File: src/rtl/fetch_sequencer_pkg.sv
// Shared fetch-stage types and defaults.
// Used by the fetch sequencer, its buffer and the core top.
package fetch_sequencer_pkg;

  typedef enum logic [1:0] {
    IDLE  = 2'd0,
    REQ   = 2'd1,
    VALID = 2'd2,
    ERR   = 2'd3
  } fetch_state_e;

  localparam int unsigned PC_STEP_DEF  = 4;
  localparam logic [31:0] RESET_PC_DEF = 32'h0000_0000;

  function automatic logic [31:0] align_pc(input logic [31:0] pc);
    return {pc[31:2], 2'b00};
  endfunction

endpackage

File: src/rtl/fetch_sequencer_if.sv
// Fetch bundle: imem req/gnt, decode valid/ready, redirect.
// FETCH_MISALIGN_TRAP_EN adds the fetch_misaligned flag.
interface fetch_sequencer_if;
  logic        imem_req;
  logic [31:0] imem_addr;
  logic        imem_gnt;
  logic [31:0] imem_rdata;
  logic        inst_valid;
  logic        inst_ready;
  logic [31:0] inst_out;
  logic [31:0] inst_pc;
  logic        redirect_valid;
  logic [31:0] redirect_pc;
  logic [31:0] pc_out;
`ifdef FETCH_MISALIGN_TRAP_EN
  logic        fetch_misaligned;
`endif

  modport master (
`ifdef FETCH_MISALIGN_TRAP_EN
    output fetch_misaligned,
`endif
    output imem_req, imem_addr,
    output inst_valid, inst_out, inst_pc,
    output pc_out,
    input  imem_gnt, imem_rdata,
    input  inst_ready,
    input  redirect_valid, redirect_pc
  );

  modport slave (
`ifdef FETCH_MISALIGN_TRAP_EN
    input  fetch_misaligned,
`endif
    input  imem_req, imem_addr,
    input  inst_valid, inst_out, inst_pc,
    input  pc_out,
    output imem_gnt, imem_rdata,
    output inst_ready,
    output redirect_valid, redirect_pc
  );
endinterface

File: src/rtl/fetch_inst_buffer.sv
// One-entry instruction holding register for decode.
// Flush beats load, load beats consume.
module fetch_inst_buffer (
  input  logic        clk,
  input  logic        reset,
  input  logic        flush_i,
  input  logic        load_i,
  input  logic [31:0] data_i,
  input  logic [31:0] pc_i,
  input  logic        ready_i,
  output logic        valid_o,
  output logic [31:0] inst_o,
  output logic [31:0] pc_o
);
  logic        valid_q;
  logic [31:0] inst_q;
  logic [31:0] pc_q;

  // Capture granted word; drop it on flush or consume.
  always_ff @(posedge clk) begin
    if (!reset) begin
      valid_q <= 1'b0;
      inst_q  <= 32'h0;
      pc_q    <= 32'h0;
    end else if (flush_i) begin
      valid_q <= 1'b0;
    end else if (load_i) begin
      valid_q <= 1'b1;
      inst_q  <= data_i;
      pc_q    <= pc_i;
    end else if (ready_i && valid_q) begin
      valid_q <= 1'b0;
    end
  end

  assign valid_o = valid_q;
  assign inst_o  = inst_q;
  assign pc_o    = pc_q;
endmodule

File: src/rtl/fetch_sequencer.sv
// PC owner and fetch loop: IDLE -> REQ -> VALID -> REQ.
// FETCH_MISALIGN_TRAP_EN traps misaligned redirects in ERR.
module fetch_sequencer
  import fetch_sequencer_pkg::*;
#(
  parameter logic [31:0] RESET_PC = RESET_PC_DEF,
  parameter int unsigned PC_STEP  = PC_STEP_DEF
) (
  input  logic               clk,
  input  logic               reset,
  fetch_sequencer_if.master  bus
);
  fetch_state_e state_q;
  logic [31:0]  pc_q;
  logic         req_q;
  logic [31:0]  tgt_pc;
  logic         tgt_bad;
  logic         load;

`ifdef FETCH_MISALIGN_TRAP_EN
  logic         mis_q;
`endif

  // Redirect target: raw when trapping, else word aligned.
  always_comb begin
`ifdef FETCH_MISALIGN_TRAP_EN
    tgt_pc  = bus.redirect_pc;
    tgt_bad = |bus.redirect_pc[1:0];
`else
    tgt_pc  = align_pc(bus.redirect_pc);
    tgt_bad = 1'b0;
`endif
  end

  assign load = req_q && bus.imem_gnt
                && !bus.redirect_valid;

  // Fetch FSM with registered request and PC.
  always_ff @(posedge clk) begin
    if (!reset) begin
      state_q <= IDLE;
      pc_q    <= RESET_PC;
      req_q   <= 1'b0;
`ifdef FETCH_MISALIGN_TRAP_EN
      mis_q   <= 1'b0;
`endif
    end else if (bus.redirect_valid) begin
      pc_q <= tgt_pc;
      if (tgt_bad) begin
        state_q <= ERR;
        req_q   <= 1'b0;
      end else begin
        state_q <= REQ;
        req_q   <= 1'b1;
      end
`ifdef FETCH_MISALIGN_TRAP_EN
      mis_q <= tgt_bad;
`endif
    end else begin
      unique case (state_q)
        IDLE: begin
          state_q <= REQ;
          req_q   <= 1'b1;
        end
        REQ: begin
          if (bus.imem_gnt) begin
            pc_q    <= pc_q + 32'(PC_STEP);
            state_q <= VALID;
            req_q   <= 1'b0;
          end
        end
        VALID: begin
          if (bus.inst_ready) begin
            state_q <= REQ;
            req_q   <= 1'b1;
          end
        end
`ifdef FETCH_MISALIGN_TRAP_EN
        ERR: begin
          req_q <= 1'b0;
        end
`else
        default: begin
          state_q <= IDLE;
          req_q   <= 1'b0;
        end
`endif
      endcase
    end
  end

  fetch_inst_buffer u_buf (
    .clk     (clk),
    .reset   (reset),
    .flush_i (bus.redirect_valid),
    .load_i  (load),
    .data_i  (bus.imem_rdata),
    .pc_i    (pc_q),
    .ready_i (bus.inst_ready),
    .valid_o (bus.inst_valid),
    .inst_o  (bus.inst_out),
    .pc_o    (bus.inst_pc)
  );

  assign bus.imem_req  = req_q;
  assign bus.imem_addr = pc_q;
  assign bus.pc_out    = pc_q;
`ifdef FETCH_MISALIGN_TRAP_EN
  assign bus.fetch_misaligned = mis_q;
`endif
endmodule

File: src/flat_wrapper.sv
// flat-port wrapper written by rule: the top's interface ports become plain ports
module fetch_sequencer_flat import fetch_sequencer_pkg::*;
#(
  parameter logic [31:0] RESET_PC = RESET_PC_DEF,
  parameter int unsigned PC_STEP  = PC_STEP_DEF
)
  (clk, reset, bus_imem_req, bus_imem_addr, bus_inst_valid, bus_inst_out, bus_inst_pc, bus_pc_out, bus_imem_gnt, bus_imem_rdata, bus_inst_ready, bus_redirect_valid, bus_redirect_pc);
  fetch_sequencer_if bus_i ();
  input  logic clk;
  input  logic reset;
  output wire logic [$bits(bus_i.imem_req)-1:0] bus_imem_req;
  output wire logic [$bits(bus_i.imem_addr)-1:0] bus_imem_addr;
  output wire logic [$bits(bus_i.inst_valid)-1:0] bus_inst_valid;
  output wire logic [$bits(bus_i.inst_out)-1:0] bus_inst_out;
  output wire logic [$bits(bus_i.inst_pc)-1:0] bus_inst_pc;
  output wire logic [$bits(bus_i.pc_out)-1:0] bus_pc_out;
  input wire logic [$bits(bus_i.imem_gnt)-1:0] bus_imem_gnt;
  input wire logic [$bits(bus_i.imem_rdata)-1:0] bus_imem_rdata;
  input wire logic [$bits(bus_i.inst_ready)-1:0] bus_inst_ready;
  input wire logic [$bits(bus_i.redirect_valid)-1:0] bus_redirect_valid;
  input wire logic [$bits(bus_i.redirect_pc)-1:0] bus_redirect_pc;
  assign bus_imem_req = bus_i.imem_req;
  assign bus_imem_addr = bus_i.imem_addr;
  assign bus_inst_valid = bus_i.inst_valid;
  assign bus_inst_out = bus_i.inst_out;
  assign bus_inst_pc = bus_i.inst_pc;
  assign bus_pc_out = bus_i.pc_out;
  assign bus_i.imem_gnt = bus_imem_gnt;
  assign bus_i.imem_rdata = bus_imem_rdata;
  assign bus_i.inst_ready = bus_inst_ready;
  assign bus_i.redirect_valid = bus_redirect_valid;
  assign bus_i.redirect_pc = bus_redirect_pc;
  fetch_sequencer #(.RESET_PC(RESET_PC), .PC_STEP(PC_STEP)) u_core (.clk(clk), .reset(reset), .bus(bus_i));
endmodule
File: config.mk
export PLATFORM = sky130hd
export DESIGN_NAME = fetch_sequencer_flat
export DESIGN_NICKNAME = d
export VERILOG_FILES = /design/src/rtl/fetch_sequencer_pkg.sv /design/src/rtl/fetch_sequencer_if.sv /design/src/rtl/fetch_inst_buffer.sv /design/src/rtl/fetch_sequencer.sv /design/src/flat_wrapper.sv
export SDC_FILE = /design/constraint.sdc
export NUM_CORES = 1
export LEC_CHECK = 0
export ABC_AREA = 0
export BUFFER_PORTS_ARGS = -buffer_cell sky130_fd_sc_hd__buf_2
export CORE_MARGIN = 2
export CORE_UTILIZATION = 40
export DETAILED_ROUTE_END_ITERATION = 12
export GPL_TIMING_DRIVEN = 0
export PLACE_DENSITY = 0.68
export SLEW_MARGIN = 20
export SYNTH_ARGS = -nofsm -noshare
export SYNTH_HDL_FRONTEND = slang
export SYNTH_HIERARCHICAL = 1
export SYNTH_SLANG_ARGS = --single-unit
File: constraint.sdc
create_clock -name clk -period 2.7 [get_ports clk]
set_input_delay 0.27 -clock clk [delete_from_list [all_inputs] [get_ports clk]]
set_output_delay 0.27 -clock clk [all_outputs]
set_load 0.01 [all_outputs]
# == Word-level counts from Yosys, hierarchy flattened ==
# Index checks and enable logic that the tools add are counted.
# classes
mux,13
n_eq_ne,6
n_reduce_logical,14
n_bitwise,2
add_sub_neg,1
# ops
cell,n
2-to-1 mux 32 bit,3
"adder 32 x 3 -> 32 bit, second input constant",1
AND reduction 2 bit,5
2-to-1 mux 1 bit,6
"inequality test 3 bit, second input constant",2
case mux 2 bit (3 select lines),1
nonzero test 2 bit,3
2-to-1 mux 2 bit,2
"inequality test 2 bit, second input constant",2
logical AND 1 bit,3
case mux 1 bit (3 select lines),1
"equality test 2 x 1 -> 1 bit, second input constant",1
"equality test 2 bit, second input constant",1
zero test 2 bit,1
NOT 1 bit,2
OR reduction 2 bit,1
zero test 1 bit,1
# totals
elab_cells,44
regBits,100

# == Depth between registers and ports, before layout ==
# Gate-level depths: netlist (run 1).
# logic_depth
ltp_word,4
ltp_mapped,8
depth_no_buf,5

# == By module ==
# Netlist (run 1), hierarchy kept.
# by_module_without_submodules
mod,seq_area_each_um2,area_each_um2,instances,cells_per_inst
fetch_inst_buffer,1301.2,2670.1,1,282
fetch_sequencer,660.6,2188.3,1,276

# == Worst setup path before layout (run 1) ==
# OpenSTA, ideal clock, no wires.
# synth_path
path_type,reg2reg
startpoint,register u_core.pc_q[4] (netlist: u_core/bus.imem_addr[4])
endpoint,register u_core.pc_q[19] (netlist: u_core/bus.imem_addr[19])
required_time_ps,2626
path_slack_ps,739
path_stages_with_launch,6
arrival_ps,1887
n_path_buf,1
path_cell_list,dfxtp_1 -> nand3_2 -> or4_1 -> buf_2 -> or4_1 -> a31oi_1
# synth_between
elab_chain_cells,4
# synth_rtl
item,line,source
"start, declared",fetch_sequencer.sv:14,logic [31:0] pc_q;
"start signal, assigned",fetch_sequencer.sv:48,pc_q <= tgt_pc;
"start signal, assigned",fetch_sequencer.sv:67,pc_q <= pc_q + 32'(PC_STEP);
adder 32 x 3 -> 32 bit,fetch_sequencer.sv:67,
2-to-1 mux 32 bit,fetch_sequencer.sv:66,if (bus.imem_gnt) begin
2-to-1 mux 32 bit,fetch_sequencer.sv:60,unique case (state_q)
2-to-1 mux 32 bit,fetch_sequencer.sv:47,end else if (bus.redirect_valid) begin
# No other way between the ends. The select of a mux whose other input is x is not followed.
# A chain may end at the register's enable or synchronous reset.

# == Final worst setup path (run 1) ==
# layout_path
startpoint,register u_core.state_q[1]
endpoint,register u_core.pc_q[23] (netlist: u_core/bus.imem_addr[23])
# layout_between
elab_chain_cells,3
# layout_rtl
item,line,source
"start, declared",fetch_sequencer.sv:13,fetch_state_e state_q;
"start signal, assigned",fetch_sequencer.sv:41,state_q <= IDLE;
"start signal, assigned",fetch_sequencer.sv:50,state_q <= ERR;
"start signal, assigned",fetch_sequencer.sv:53,state_q <= REQ;
equality test 2 x 1 -> 1 bit,fetch_sequencer.sv:60,
nonzero test 2 bit (no source line),--,
AND reduction 2 bit (no source line),--,
# No other way between the ends.

==> results.ini, run 1 <==
[status]
status = finished, final reports clean

[drt]
vias = 4744
wirelength_um = 14200
drc = 0
wl_per_cell_um = 15.4
drt_iter0_drc = 312
ant_nets = 0
dr.pass1.iters = 5
viasPerCell = 5.17

[floorplanning]
dieWidth_um = 114
rows = 40
initial_core_util = 0.408
die_y_um = 114
pin_count = 199
core_um2 = 11900
dieArea_um2 = 13000

[timing]
rsz0062_at_grt = false
final_hold_viol_count = 0
period_minus_slack_ns = 2.27
timing.fmax_mhz = 441
slew_headroom = 0.307
max_slew.worst_pin.slew_ns = 1.03
setup_ws_ns = 0.434
finalMaxSlewViolations = 0
fin_setup_tns_ns = 0
min_period_over_period = 0.839
finClkSkew_ns = 0.00192
setup_viol = 0
fin_hold_ws_ns = 0.159

[setup_path]
max_stage_delay_ns = 0.93
critPathArrivalTime_ns = 2.50
crit_family = simple AND/OR/NAND/NOR gates
crit_fanout = 10
worstPathCellList = nand3b_2, clkbuf_1, nor4_1, nand4_1, o2111a_1
cp-end-kind = register
required_ns = 2.93
crit_slowest_cell = nor4_1
cp-start-kind = register
critical_path_class = register to register
crit_buf_inv = 1

[yosys]
synth_warnings = 6
synth_enable_flop_cells = 0
syn_area_um2 = 4860
synthesis.instances = 558
ys_top_cells_by_count = nand2_1, dfxtp_1, mux2i_1, buf_4, o21ai_0
async_reset_ff_frac = 0
yosys.area.top_type = dfxtp_1
synth-seq-area-share = 0.404
ys.flop_type = dfxtp_1
synth.avg_cell_area_um2 = 8.71
synth.area.top_cells = dfxtp_1, mux2i_1, nand2_1
synth_top_area_share = 0.404
ys_types = 47
synth_most_common_cell = nand2_1
ys_ff_latch = 98

[power_and_ir_drop]
p_per_area_nw_per_um2 = 529
ir_drop_mv = 0.258
leakagePower_nw = 2.87

[finish]
layout.nets = 835
syn_to_final_growth_pct = 30.2
drive_gt1_frac = 0.346
utilization = 0.531

[clocking]
holdBufCountCts = 0
htreeDepth = 3
tritoncts = yes
cts_buffers = 9
postCtsSetupBuffers = 0
root_buffer = clkbuf_16
ctsResizeCount = 0
cts.sinks = 98
clkLatencyLatePin_ns = 0.33
cts_buffer_depth = 2
cts.clk_slew.worst_paths_ns = 0.06

[place]
gp_congestion = 0.854
portBuffers = 191
dp_slack_ns = 0.291
hpwl_um = 10600

[global_routing]
grt_pass1_wl_um = 22100
grt_pass1_vias = 4504
antenna_found_initial = 1
grt_usage = 0.212
gr-total-overflow = 0
grt_max_degree = 15

[flow_run]
max_cap_viol_count = 0

[min_path]
hold_path_class = primary input to register

power breakdown:
part	switching, mW	internal [mW]	total (mW)
Sequential	0.0811	1.50	1.58
Combinational	0.229	0.215	0.444
Clock	0.537	0.789	1.33
state kept, by name, indices dropped and copies added (netlist names):
signal                cells
u_core/u_buf/inst_o      32
u_core/state_q            2
u_core/u_buf/pc_o        32
u_core/bus.imem_addr     30
u_core/bus.imem_req       1
u_core/u_buf/valid_o      1
final timing paths:
kind | from | end | slack (ns) | cells past startpoint
worst max register to register | u_core/state_q[1] | u_core/bus.imem_addr[23] | 0.43 | 5
worst min register to register | u_core/u_buf/pc_o[6] | u_core/u_buf/pc_o[6] | 0.45 | 2
worst min-delay path | bus_redirect_pc[2] | u_core/bus.imem_addr[2] | 0.16 | 2
worst max-delay path | u_core/state_q[1] | u_core/bus.imem_addr[23] | 0.43 | 5
worst register-to-register path, cell delays in order, from the launching register on:
cell      delay, ns
dfxtp_1        0.35
nand3b_2       0.24
clkbuf_1       0.25
nor4_1         0.94
nand4_1        0.22
o2111a_1       0.17
cell families (layout without fill, tap and decap cells):
kind of cell	count (synthesis)	count (layout)	synth area share
compound gates	71	71	0.0966
xor+xnor	10	10	0.0180
fa+ha+maj	1	1	0.00257
buf+inv	77	283	0.114
flops	98	98	0.404
mux	64	64	0.132
other cells	1	8	0.000772
simple gates	236	236	0.233
area by class of cell:
cell class	count	area, um^2
diodes	2	5.00
plain buffers	69	523
clock buffers	13	270
clock inverters	2	35.0
fillers	1132	5580
inverters	8	30.0
multi-input cells	388	2360
flip-flops and latches	98	1960
well taps	147	184
repair buffers	191	956
cells in the final DEF, fill, tap and decap left out, drive strengths merged, types with 6 or more instances in the layout:
master / n
a21oi: 7
clkbuf: 27
and4: 6
or4: 10
buf: 246
o31ai: 7
nand2b: 6
conb: 6
inv: 8
a31oi: 10
nand4: 10
dfxtp: 98
nand2: 145
and3: 6
nor2b: 8
nor4: 9
o21ai: 27
o211a: 7
nor2: 7
nand3: 14
mux2i: 64
per-stage QoR:
| step | std cells | total power, mW | area [um^2] |
|---|---|---|---|
| after floorplan | 563 | 1.85 | 4880 |
| after detailed placement | 901 | 2.05 | 6020 |
| after global routing | 917 | 3.48 | 6320 |
| final | 918 | 3.35 | 6330 |
| after CTS | 916 | 3.38 | 6320 |
| after global placement | 901 | 2.04 | 6020 |
layer usage:
layer  vias to the layer above  part of all wire  track usage
li1                       2325                 -            -
met1                      2185              0.45        0.275
met2                       204              0.46        0.352
met3                        30             0.053       0.0281
met4                         0             0.031        0.100
met5                         -                 0            0
(Power assumes the default switching activity.)
==> run 2, diff against run 1 <==
Settings changed: PLACE_DENSITY 0.68 to 0.71.
Clock period 2.7 ns to 1.89 ns, I/O delays scaled along.
==> results.ini, run 2 (same netlist as run 1, synthesis figures left out) <==
[setup_path]
cp-end-kind = register
crit_start = u_core/state_q[1]
critPathArrivalTime_ns = 2.15  ; -0.35 ns
worstPathCellList = nand3b_4, clkbuf_1, nor4_2, nand2_1, a211oi_1
required_ns = 2.14  ; -0.79 ns
crit_family = simple AND/OR/NAND/NOR gates
r2r-start = u_core/state_q[1]
max_stage_delay_ns = 0.66  ; -0.27 ns
critical_path_class = register to register
crit_buf_inv = 1  ; unchanged
crit_fanout = 10  ; unchanged
cp-start-kind = register
crit_slowest_cell = nor4_2

[clocking]
holdBufCountCts = 0  ; unchanged
tritoncts = yes
cts.clk_slew.worst_paths_ns = 0.07  ; about the same
clkLatencyLatePin_ns = 0.34  ; about the same
root_buffer = clkbuf_16
cts_buffers = 9  ; unchanged
htreeDepth = 3  ; unchanged
cts.sinks = 98  ; unchanged
cts_buffer_depth = 2  ; unchanged

[drt]
wirelength_um = 14300  ; +1.3%
wl_per_cell_um = 15.5  ; +0.56%
ant_nets = 0  ; unchanged
dr.pass1.iters = 7  ; +2
vias = 4745  ; +0.021%
viasPerCell = 5.13  ; -0.74%
drc = 0  ; unchanged
drt_iter0_drc = 331  ; +6.1%

[global_routing]
grt_pass1_vias = 4559  ; +1.2%
antenna_found_initial = 0  ; -1
grt_pass1_wl_um = 22200  ; +0.63%
grt_usage = 0.212  ; about the same
grt_max_degree = 16  ; +1
gr-total-overflow = 0  ; unchanged

[place]
dp_slack_ns = -0.420  ; -0.712 ns
gp_congestion = 0.859  ; +0.60%
placed_area_um2 = 6020  ; about the same
hpwl_um = 10700  ; +0.57%
portBuffers = 191  ; unchanged
dp.cells = 901  ; unchanged

[timing]
finClkSkew_ns = 0.00599  ; +0.00407 ns
finalMaxSlewViolations = 0  ; unchanged
fin_hold_ws_ns = 0.0808  ; -0.0786 ns
setup_ws_ns = -0.0100  ; -0.444 ns
max_slew.worst_pin.slew_ns = 0.642  ; -0.388 ns
period_minus_slack_ns = 1.90  ; -0.366 ns
final_hold_viol_count = 0  ; unchanged
rsz0062_at_grt = true
slew_headroom = 0.568  ; +0.262
timing.fmax_mhz = 526  ; +19%
min_period_over_period = 1.01  ; +0.166
setup_viol = 2  ; +2

[finish]
finalNonFillerCells = 925  ; +0.76%
syn_to_final_growth_pct = 33.9
fin_area_um2 = 6500  ; +2.8%
final_cell_mix = buf_2, nand2_1, dfxtp_1
drive_gt1_frac = 0.389  ; +0.0436
diodes = 0  ; -2
layout_commonest_cell = buf_2
layout.nets = 843  ; +0.96%

[flow_run]
max_cap_viol_count = 0  ; unchanged

[floorplanning]
pin_count = 199  ; unchanged
rows = 40  ; unchanged
die_y_um = 114  ; unchanged
core_um2 = 11900  ; unchanged
dieArea_um2 = 13000  ; unchanged
initial_core_util = 0.408  ; unchanged
dieWidth_um = 114  ; unchanged

[min_path]
hp-start = bus_redirect_pc[2]
hold_path_class = primary input to register

[status]
status = finished with violations
violations = setup timing

[power_and_ir_drop]
p_per_area_nw_per_um2 = 732  ; +38%
leakagePower_nw = 2.96  ; +2.9%
p_total_mw = 4.76  ; +42%
ir_drop_mv = 0.562  ; +120%

[run 2: cell count changes in the layout (fill, tap and decap cells not counted), moves of 3 or more]
cell     delta
buf_4      +10
dfxtp_1    -16
dfxtp_2     +9
dfxtp_4     +7
nand3_1     -3
[run 2: final cells by class]
type,count,area (um^2)
Tap cell,147,184
Multi-Input combinational cell,388,2440
Buffer,67,523
Clock buffer,12,246
Fill cell,1127,5410
Inverter,8,30.0
Sequential cell,98,2000
Timing Repair Buffer,201,1030
Clock inverter,4,51.3
[run 2: repair_timing]
action,in CTS,in global routing
buffers inserted,1,9
gates resized for setup,29,7
endpoints found under the hold margin,0,0
pin swaps,0,4
setup endpoints to repair,58,17
[run 2: path summary, 6_finish.rpt]
| path | endpoint | slack (ns) | cells after the start |
|---|---|---|---|
| max reg2reg | u_core/bus.imem_addr[13] | -0.01 | 5 |
| min reg2reg | u_core/u_buf/pc_o[5] | 0.46 | 2 |
| max | u_core/bus.imem_addr[13] | -0.01 | 5 |
| min | u_core/bus.imem_addr[2] | 0.08 | 2 |
[run 2: per-stage QoR]
stage / utilization / TNS [ns]
final: 0.546 / -0.0161
after global routing: 0.546 / -0.807
after CTS: 0.539 / 0
after detailed placement: 0.506 / -25.55
after global placement: 0.506 / -23.26
after floorplan: - / -0.0265
[run 2: where the power goes]
| part | switching [mW] | total [mW] | internal [mW] |
|---|---|---|---|
| Sequential | 0.116 | 2.25 | 2.14 |
| Combinational | 0.340 | 0.666 | 0.325 |
| Clock | 0.776 | 1.84 | 1.06 |
| Total | 1.23 | 4.76 | 3.53 |
[run 2: layer usage]
layer / part of all wire / global-route usage / vias to the layer above / routed length, um
met5: 0 / 0 / - / 0
met4: 0.023 / 0.0789 / 0 / 323
met3: 0.068 / 0.0397 / 22 / 973
met2: 0.48 / 0.365 / 206 / 6890
met1: 0.43 / 0.264 / 2189 / 6160
li1: - / - / 2328 / -
==> run 3, diff against run 2 <==
Settings changed: CAP_MARGIN set to 20, CORE_MARGIN 2 to 5, GPL_ROUTABILITY_DRIVEN set to 1.
==> results.ini, run 3 (same netlist as run 1, synthesis figures left out) <==
[timing]
fin_setup_tns_ns = -0.00596  ; +0.0101 ns
setup_ws_ns = -0.00596  ; +0.00404 ns
timing.fmax_mhz = 527  ; +0.21%
setup_viol = 1  ; -1
finalMaxSlewViolations = 0  ; unchanged
period_minus_slack_ns = 1.90  ; -0.00404 ns
final_hold_viol_count = 0  ; unchanged
max_slew.worst_pin.slew_ns = 0.585  ; -0.0574 ns
slew_headroom = 0.606  ; +0.0382
finClkSkew_ns = 0.00544  ; -0.000553 ns
min_period_over_period = 1.00  ; -0.00214
fin_hold_ws_ns = 0.0721  ; -0.00868 ns
rsz0062_at_grt = true

[clocking]
clkLatencyLatePin_ns = 0.34  ; about the same
cts.clk_slew.worst_paths_ns = 0.07  ; about the same
htreeDepth = 3  ; unchanged
cts_buffer_depth = 2  ; unchanged
tritoncts = yes
root_buffer = clkbuf_16
cts_buffers = 9  ; unchanged
cts.sinks = 98  ; unchanged

[global_routing]
grt_max_degree = 15  ; -1
antenna_found_initial = 0  ; unchanged
grt_pass1_vias = 4899  ; +7.5%
grt_usage = 0.200  ; -0.0120
gr-total-overflow = 0  ; unchanged
grt_pass1_wl_um = 23500  ; +5.8%

[drt]
ant_nets = 0  ; unchanged
dr.pass1.iters = 5  ; -2
drc = 0  ; unchanged
vias = 4807  ; +1.3%
wirelength_um = 15100  ; +5.2%
drt_iter0_drc = 323  ; -2.4%
wl_per_cell_um = 16.3  ; +5.2%
viasPerCell = 5.20  ; +1.3%

[place]
portBuffers = 191  ; unchanged
hpwl_um = 11500  ; +7.3%
gp_congestion = 0.854  ; -0.64%
dp.cells = 901  ; unchanged
dp_slack_ns = -0.446  ; -0.0255 ns
placed_area_um2 = 6020  ; unchanged

[floorplanning]
dieArea_um2 = 14500  ; +11%
dieWidth_um = 120  ; +5.3%
rows = 40  ; unchanged
die_y_um = 120  ; +5.3%
core_um2 = 12000  ; +0.42%
initial_core_util = 0.406  ; -0.00171
pin_count = 199  ; unchanged

[finish]
final_cell_mix = buf_2, nand2_1, dfxtp_1
diodes = 0  ; unchanged
utilization = 0.544  ; -0.00197
fin_area_um2 = 6510  ; about the same
layout.nets = 844  ; +0.12%
nFillCells = 1098  ; -2.6%
drive_gt1_frac = 0.400  ; +0.0103
syn_to_final_growth_pct = 34.0  ; about the same
multiInputGateArea_um2 = 2450  ; +0.62%
finalNonFillerCells = 925  ; unchanged
layout_commonest_cell = buf_2
ff_latch_area_um2 = 2010  ; +0.50%

[setup_path]
cp-start-kind = register
critical_path_class = register to register
required_ns = 2.15  ; about the same
crit_fanout = 7  ; -3
cp-end-kind = register
critPathArrivalTime_ns = 2.16  ; about the same
r2r_cells = 5  ; unchanged

[min_path]
holdPathStages = 2  ; unchanged
hold_path_class = primary input to register

[status]
violations = setup timing
status = finished with violations

[flow_run]
max_cap_viol_count = 0  ; unchanged

[power_and_ir_drop]
ir_drop_mv = 0.405  ; -28%
leakagePower_nw = 2.95  ; about the same
p_per_area_nw_per_um2 = 712  ; -2.7%
p_total_mw = 4.63  ; -2.7%

==> run 3: changes by cell type in the layout (fill, tap and decap cells not counted), moves of 2 or more <==
cell      change
dfxtp_1       -4
clkinv_2      +2
clkbuf_1      -2
dfxtp_4       +2
dfxtp_2       +2
buf_4         +2
==> run 3: critical path, stage by stage, from the launching register on <==
cell and delay (ns):
dfxtp_4 0.39, ha_4 0.17, nand3_4 0.09, or4_4 0.55
or4_4 0.42, a31oi_1 0.19
==> run 3: worst paths after layout <==
check / startpoint / endpoint / slack, ns
worst max-delay path: u_core/bus.imem_addr[2] / u_core/bus.imem_addr[24] / -0.006
worst min-delay path: bus_redirect_pc[4] / u_core/bus.imem_addr[4] / 0.07
worst max register to register: u_core/bus.imem_addr[2] / u_core/bus.imem_addr[24] / -0.006
worst min register to register: u_core/u_buf/inst_o[1] / u_core/u_buf/inst_o[1] / 0.46
==> run 3: where the power goes <==
| part | total [mW] | internal, mW | switching, mW |
|---|---|---|---|
| Sequential | 2.26 | 2.14 | 0.118 |
| Combinational | 0.666 | 0.323 | 0.343 |
| Clock | 1.71 | 0.951 | 0.759 |
| Total | 4.63 | 3.41 | 1.22 |
==> run 3: area by class of cell <==
type,instances,area share
repair buffers,203,0.161
well taps,147,0.0283
multi-input cells,388,0.377
clock buffers,12,0.0394
clock inverters,3,0.00231
inverters,8,0.00461
flip-flops and latches,98,0.309
plain buffers,66,0.0788
==> run 3: layer usage <==
layer | track usage | part of all wire
met4 | 0.0899 | 0.026
met2 | 0.350 | 0.48
met3 | 0.0323 | 0.067
met5 | 0 | 0
met1 | 0.242 | 0.42
==> run 3: timing repair <==
item | in CTS | in global routing
pin swaps | 2 | 6
gates resized for setup | 30 | 17
setup buffers | 3 | 9
cloned | 0 | 0
hold buffers | 0 | 0
endpoints found under the setup margin | 76 | 32
